**src/rtl/wbu.sv**
```systemverilog
// wbu: writeback/resolve stage -- 2-entry input FIFO feeding an IDLE/REDIR FSM that drives the
// GPR write port and holds PC redirects until accepted. Define WBU_ILLEGAL_CHK_EN for the illegal flag.
module wbu #(
    parameter int XLEN  = 32,
    parameter int DEPTH = 2
) (
    input  logic            clk,
    input  logic            rst_n,
    input  logic            in_valid,
    output logic            in_ready,
    input  logic [XLEN-1:0] exu_data,
    input  logic [3:0]      wb_op,
    input  logic [4:0]      rd,
    input  logic [XLEN-1:0] pc,
    input  logic [XLEN-1:0] imm,
    output logic            gpr_wen,
    output logic [4:0]      gpr_waddr,
    output logic [XLEN-1:0] gpr_wdata,
    output logic            redir_valid,
    input  logic            redir_ready,
    output logic [XLEN-1:0] redir_pc,
    output logic            illegal
);
    localparam int AW = $clog2(DEPTH);
    localparam int CW = AW + 1;

    typedef struct packed {
        logic [XLEN-1:0] data;
        logic [3:0]      op;
        logic [4:0]      rd;
        logic [XLEN-1:0] pc;
        logic [XLEN-1:0] imm;
    } entry_t;

    typedef enum logic {IDLE = 1'b0, REDIR = 1'b1} state_e;

    entry_t          mem_q [DEPTH];
    entry_t          head_s;
    logic [AW-1:0]   wr_ptr_q, wr_ptr_d, rd_ptr_q, rd_ptr_d;
    logic [CW-1:0]   count_q, count_d;
    state_e          state_q, state_d;
    logic            wen_q, wen_d, rv_q, rv_d;
    logic [4:0]      waddr_q, waddr_d;
    logic [XLEN-1:0] wdata_q, wdata_d, rpc_q, rpc_d;
    logic            push_s, pop_s, flush_s, full_s, empty_s;
    logic            cmp_eq_s, cmp_gt_s, cmp_lt_s;
    logic            dec_wr_s, dec_redir_s;
    logic [XLEN-1:0] dec_wdata_s, dec_tgt_s, pc4_s, bt_s;

    assign full_s   = (count_q == CW'(DEPTH));
    assign empty_s  = (count_q == {CW{1'b0}});
    assign in_ready = rst_n && !full_s && (state_q == IDLE);
    assign push_s   = in_valid && in_ready;
    assign head_s   = mem_q[rd_ptr_q];

    // Decode the FIFO head: writeback value and redirect target by op class.
    always_comb begin
        cmp_eq_s    = (head_s.data == XLEN'(0));
        cmp_gt_s    = (head_s.data == XLEN'(2));
        cmp_lt_s    = (head_s.data == XLEN'(4));
        pc4_s       = head_s.pc + XLEN'(4);
        bt_s        = head_s.pc + head_s.imm;
        dec_wr_s    = 1'b0;
        dec_wdata_s = {XLEN{1'b0}};
        dec_redir_s = 1'b0;
        dec_tgt_s   = bt_s;
        case (head_s.op)
            4'd1: begin
                dec_wr_s    = 1'b1;
                dec_wdata_s = head_s.data;
            end
            4'd2, 4'd3: begin
                dec_wr_s    = 1'b1;
                dec_wdata_s = XLEN'(cmp_lt_s);
            end
            4'd4:       dec_redir_s = cmp_eq_s;
            4'd5:       dec_redir_s = !cmp_eq_s;
            4'd6, 4'd8: dec_redir_s = cmp_lt_s;
            4'd7, 4'd9: dec_redir_s = cmp_eq_s || cmp_gt_s;
            4'd10: begin
                dec_wr_s    = 1'b1;
                dec_wdata_s = pc4_s;
                dec_redir_s = 1'b1;
                dec_tgt_s   = head_s.data;
            end
            4'd11: begin
                dec_wr_s    = 1'b1;
                dec_wdata_s = pc4_s;
                dec_redir_s = 1'b1;
                dec_tgt_s   = head_s.data & ~XLEN'(1);
            end
            default: dec_wr_s = 1'b0;
        endcase
    end

    // FSM next state, registered output values and FIFO pointer bookkeeping.
    always_comb begin
        state_d  = state_q;
        wen_d    = 1'b0;
        waddr_d  = waddr_q;
        wdata_d  = wdata_q;
        rv_d     = rv_q;
        rpc_d    = rpc_q;
        pop_s    = 1'b0;
        flush_s  = 1'b0;
        wr_ptr_d = wr_ptr_q;
        rd_ptr_d = rd_ptr_q;
        count_d  = count_q;
        case (state_q)
            IDLE: begin
                if (!empty_s) begin
                    pop_s   = 1'b1;
                    wen_d   = dec_wr_s && (head_s.rd != 5'd0);
                    waddr_d = head_s.rd;
                    wdata_d = dec_wdata_s;
                    if (dec_redir_s) begin
                        rv_d    = 1'b1;
                        rpc_d   = dec_tgt_s;
                        state_d = REDIR;
                    end else begin
                        state_d = IDLE;
                    end
                end else begin
                    state_d = IDLE;
                end
            end
            REDIR: begin
                // Everything queued behind a redirect is wrong-path.
                if (redir_ready) begin
                    rv_d    = 1'b0;
                    flush_s = 1'b1;
                    state_d = IDLE;
                end else begin
                    state_d = REDIR;
                end
            end
            default: state_d = IDLE;
        endcase
        if (flush_s) begin
            rd_ptr_d = wr_ptr_q;
            count_d  = {CW{1'b0}};
        end else begin
            if (push_s) begin
                wr_ptr_d = wr_ptr_q + AW'(1);
            end else begin
                wr_ptr_d = wr_ptr_q;
            end
            if (pop_s) begin
                rd_ptr_d = rd_ptr_q + AW'(1);
            end else begin
                rd_ptr_d = rd_ptr_q;
            end
            case ({push_s, pop_s})
                2'b10:   count_d = count_q + CW'(1);
                2'b01:   count_d = count_q - CW'(1);
                default: count_d = count_q;
            endcase
        end
    end

    // State, pointer and output registers.
    always_ff @(posedge clk or negedge rst_n) begin
        if (!rst_n) begin
            state_q  <= IDLE;
            wr_ptr_q <= {AW{1'b0}};
            rd_ptr_q <= {AW{1'b0}};
            count_q  <= {CW{1'b0}};
            wen_q    <= 1'b0;
            waddr_q  <= 5'd0;
            wdata_q  <= {XLEN{1'b0}};
            rv_q     <= 1'b0;
            rpc_q    <= {XLEN{1'b0}};
        end else begin
            state_q  <= state_d;
            wr_ptr_q <= wr_ptr_d;
            rd_ptr_q <= rd_ptr_d;
            count_q  <= count_d;
            wen_q    <= wen_d;
            waddr_q  <= waddr_d;
            wdata_q  <= wdata_d;
            rv_q     <= rv_d;
            rpc_q    <= rpc_d;
        end
    end

    // FIFO storage; contents need no reset since the count qualifies them.
    always_ff @(posedge clk) begin
        if (push_s) begin
            mem_q[wr_ptr_q] <= '{data: exu_data, op: wb_op, rd: rd, pc: pc, imm: imm};
        end
    end

    assign gpr_wen     = wen_q;
    assign gpr_waddr   = waddr_q;
    assign gpr_wdata   = wdata_q;
    assign redir_valid = rv_q;
    assign redir_pc    = rpc_q;

`ifdef WBU_ILLEGAL_CHK_EN
    logic ill_q, ill_d;

    // Flag compare results outside {0,2,4} on compare ops, and reserved op codes.
    always_comb begin
        ill_d = pop_s &&
                ((((head_s.op >= 4'd2) && (head_s.op <= 4'd9)) && !(cmp_eq_s || cmp_gt_s || cmp_lt_s))
                 || (head_s.op >= 4'd12));
    end

    // Illegal pulse register, aligned with the gpr_wen slot.
    always_ff @(posedge clk or negedge rst_n) begin
        if (!rst_n) begin
            ill_q <= 1'b0;
        end else begin
            ill_q <= ill_d;
        end
    end

    assign illegal = ill_q;
`else
    assign illegal = 1'b0;
`endif

endmodule

```
**config.mk**
```make
export PLATFORM = sky130hd
export DESIGN_NAME = wbu
export DESIGN_NICKNAME = d
export VERILOG_FILES = /design/src/rtl/wbu.sv
export SDC_FILE = /design/constraint.sdc
export NUM_CORES = 1
export LEC_CHECK = 0
export BUFFER_PORTS_ARGS = -buffer_cell sky130_fd_sc_hd__buf_2
export CORE_MARGIN = 2
export CORE_UTILIZATION = 52
export DETAILED_ROUTE_END_ITERATION = 10
export PLACE_DENSITY = 0.76
export SETUP_SLACK_MARGIN = 0.3
export SLEW_MARGIN = 20
export SYNTH_ARGS = -nofsm -noshare
export SYNTH_HDL_FRONTEND = slang
export SYNTH_SLANG_ARGS = --single-unit
```
**constraint.sdc**
```tcl
create_clock -name clk -period 5.5 [get_ports clk]
set_clock_uncertainty 0.15 [all_clocks]
set_input_delay 1.375 -clock clk [delete_from_list [all_inputs] [get_ports clk]]
set_output_delay 1.375 -clock clk [all_outputs]
set_load 0.02 [all_outputs]
```
==> results by group <==
Critical path
  • Critical Path Sink Type: flop
  • Slowest stage delay, CP: 1000 ps
  • Critical-path cell list: buf_4 -> mux2i_1 -> nor2_1 -> a21boi_0 -> o32a_1 -> o211ai_1 -> a32oi_4 -> buf_12 -> nand2b_1 -> o211ai_1
  • Max FO, Critical Path: 69
  • CP delay by family, top: compound AO/OA/AOI/OAI gates
  • Most common cell on crit path: o211ai_1
  • Flop2flop setup slack: 990 ps
  • Crit Path Class: reg -> reg
  • WP data arrival: 4770 ps
  • Worst Path Buf+Inv: 2
  • Req. time, crit path: 5760 ps
  • Slowest-stage cell, CP: dfrtp_4
  • Crit start category: flop

Routing
  • Vias: 9455
  • Routed len/inst: 21.57 um
  • Iter 0 DRT Violations: 832
  • Routed WL: 34.73 mm
  • DR pass1 iterations: 5
  • DRC errors left: 0
  • Vias per cell: 5.873
  • Routed Antenna Nets: 0

Clock network
  • # resized after CTS: 0
  • Clock Path Buffers: 3
  • Clock slew at reported path FFs: 60 ps
  • Post-CTS setup buffers: 0
  • Clock sink count: 286
  • Total CTS buffers: 30
  • Hold buffers post-CTS: 0
  • TritonCTS clock tree: yes
  • CTS H-tree depth: 1
  • CTS root buf: clkbuf_16
  • Clk_lat worst skew: 550 ps

Synthesis
  • Async set or reset register ratio after synthesis: 26.57%
  • Most used flip-flop cell after synthesis: edfxtp_1
  • Cells after synthesis: 1073
  • Distinct cells, synth: 76
  • Syn. warnings: 0
  • Post-synth EDFFs: 210
  • Area leader, netlist: edfxtp_1
  • Mapped Area: 0.01359 mm^2
  • Average size of a mapped cell: 12.67 um^2
  • Synth top area share: 46.40%
  • Most common cell in the netlist: edfxtp_1
  • Top post-synthesis cells by area: edfxtp_1 46%, dfrtp_1 14%, mux2_2 5.4%, mux2i_1 3.7%, nand2_1 3.6%
  • Syn nets: 1215
  • Yosys reg bits: 286
  • Commonest cells post-synth: 210 x edfxtp_1, 130 x nand2_1, 79 x o21ai_0
  • Sequential fraction of the synthesis area: 60.39%

Global route
  • First-pass GRT wire length: 53.56 mm
  • Vias in the first global route: 9533
  • Overflow after GRT: 0
  • Initial antenna violation count: 0
  • Total track usage: 25.01%
  • Largest net degree at the start of global routing: 106

Cells and area
  • Nets: 1393
  • Layout cell share with drive strength beyond 1: 25.10%
  • Area growth syn-to-layout: 16.17%
  • ANT cells: 0

STA
  • # setup viols final: 0
  • Max-slew headroom: 33.89%
  • Fmax: 221.7 MHz
  • Count of pins over their slew limit: 0
  • Worst-margin pin slew: 991.7 ps
  • Period utilization: 82.02%
  • Hold Vio Cnt, Final: 0
  • RSZ-0062 raised after global routing: no
  • Setup_tns: 0 ps
  • Final min period: 4511 ps

Power and ir drop
  • VDD IR max: 0.4040 mV
  • Leakage: 6.408 nW
  • Switching power: 3.196 mW
  • Sw frac: 37.85%
  • Final Power: 8.443 mW
  • Internal Power: 5.247 mW
  • Clock Power Share: 23.5%
  • PD cells: 534.7 mW/mm^2
  • Combinational Power Share: 40.6%
  • Sequential Power Share: 35.9%

Worst hold path
  • Worst Hold Class: reg -> reg

Floorplanning
  • Core Area: 0.02584 mm^2
  • Die Y: 165.7 um
  • Row Count: 59
  • Die Footprint: 0.02745 mm^2
  • Die width: 165.7 um
  • Initial Utilization: 52.61%
  • I/O pin count: 182

Status
  • Status: finished clean

Place
  • RD Place Congestion: 0.9147
  • Buffers on Ports: 180
  • DP HPWL: 25.22 mm

Job
  • Max_cap viols: 0
layout make-up:
type / instances / area, um^2
clock inverter: 7 / 70.07
sequential: 286 / 8212
tap: 335 / 419.2
inverter: 18 / 67.56
timing repair buffer: 193 / 1030
clock buffer: 49 / 914.6
fill: 2029 / 10050
multi-input combinational: 722 / 5077
worst paths after layout:
check,from,endpoint,depth (start not counted)
worst max register to register,rd_ptr_q,redir_pc[31],10
max in group asynchronous,rst_n,rd_ptr_q,2
min in group asynchronous,rst_n,gpr_waddr[2],2
worst min register to register,gpr_waddr[0],gpr_waddr[0],2
worst min-delay path,gpr_waddr[0],gpr_waddr[0],2
worst max-delay path,rd_ptr_q,redir_pc[31],10
registers in the layout, indices dropped and copies added, names as in the netlist, 2 cells and up:
name and cells:
gpr_waddr 5, count_q 2, redir_pc 32, gpr_wdata 32, mem_q 210
stage by stage:
| step | hold WS (ps) | cell area, um^2 | utilization (%) | cells | setup slack, ps |
|---|---|---|---|---|---|
| 2_1_floorplan | 319.2 | 13600 | - | 1073 | 933.4 |
| 3_3_place_gp | 310.3 | 14800 | 57.29 | 1554 | 1121 |
| 3_5_place_dp | 316.3 | 14800 | 57.29 | 1554 | 1066 |
| 4_1_cts | 329.7 | 15790 | 61.10 | 1610 | 1044 |
| 5_1_grt | 355.4 | 15790 | 61.11 | 1610 | 602.3 |
| 6_report | 320.2 | 15790 | 61.11 | 1610 | 988.9 |
routing by layer:
layer	wire [um]	GRT usage [%]
met4	1460	10.36
met5	0	0
met3	2517	4.301
met2	15860	38.90
met1	14900	35.16
worst reg2reg max path, stage by stage (launching register included):
cell	delay [ps]
dfrtp_4	1000
buf_4	610
mux2i_1	640
nor2_1	190
a21boi_0	230
o32a_1	180
o211ai_1	120
a32oi_4	490
buf_12	300
nand2b_1	320
o211ai_1	150
cell families (layout without fill, tap and decap cells):
| group | count (synthesis) | in the layout | synth area share (%) |
|---|---|---|---|
| simple gates | 294 | 294 | 10.42 |
| flops | 286 | 286 | 60.39 |
| compound gates | 229 | 229 | 11.29 |
| mux | 116 | 116 | 9.178 |
| buf+inv | 65 | 267 | 2.449 |
| xor+xnor | 49 | 49 | 3.157 |
| fa+ha+maj | 33 | 33 | 3.093 |
| other cells | 1 | 1 | 0.02759 |
power groups by stage:
| stage | registers (mW) | logic, mW | clock network, mW |
|---|---|---|---|
| 2_1_floorplan | 3.10 | 2.37 | 0 |
| 3_3_place_gp | 3.06 | 3.36 | 0 |
| 3_5_place_dp | 3.07 | 3.39 | 0 |
| 4_1_cts | 3.03 | 3.41 | 2.02 |
| 5_1_grt | 3.07 | 3.75 | 2.11 |
| 6_report | 3.03 | 3.43 | 1.98 |
cell usage in the layout, fill, tap and decap left out, types with 16 or more instances in the layout:
cell	n
nor4_1	16
nand3_1	20
mux2_2	65
o21ai_0	79
nor2_1	44
nand2_1	130
buf_2	179
a21oi_1	36
xnor2_1	35
edfxtp_1	210
mux2i_1	50
dfrtp_1	75
ha_1	32
clkbuf_16	32
inv_1	18
No activity file was read; power rests on OpenSTA's default activity.
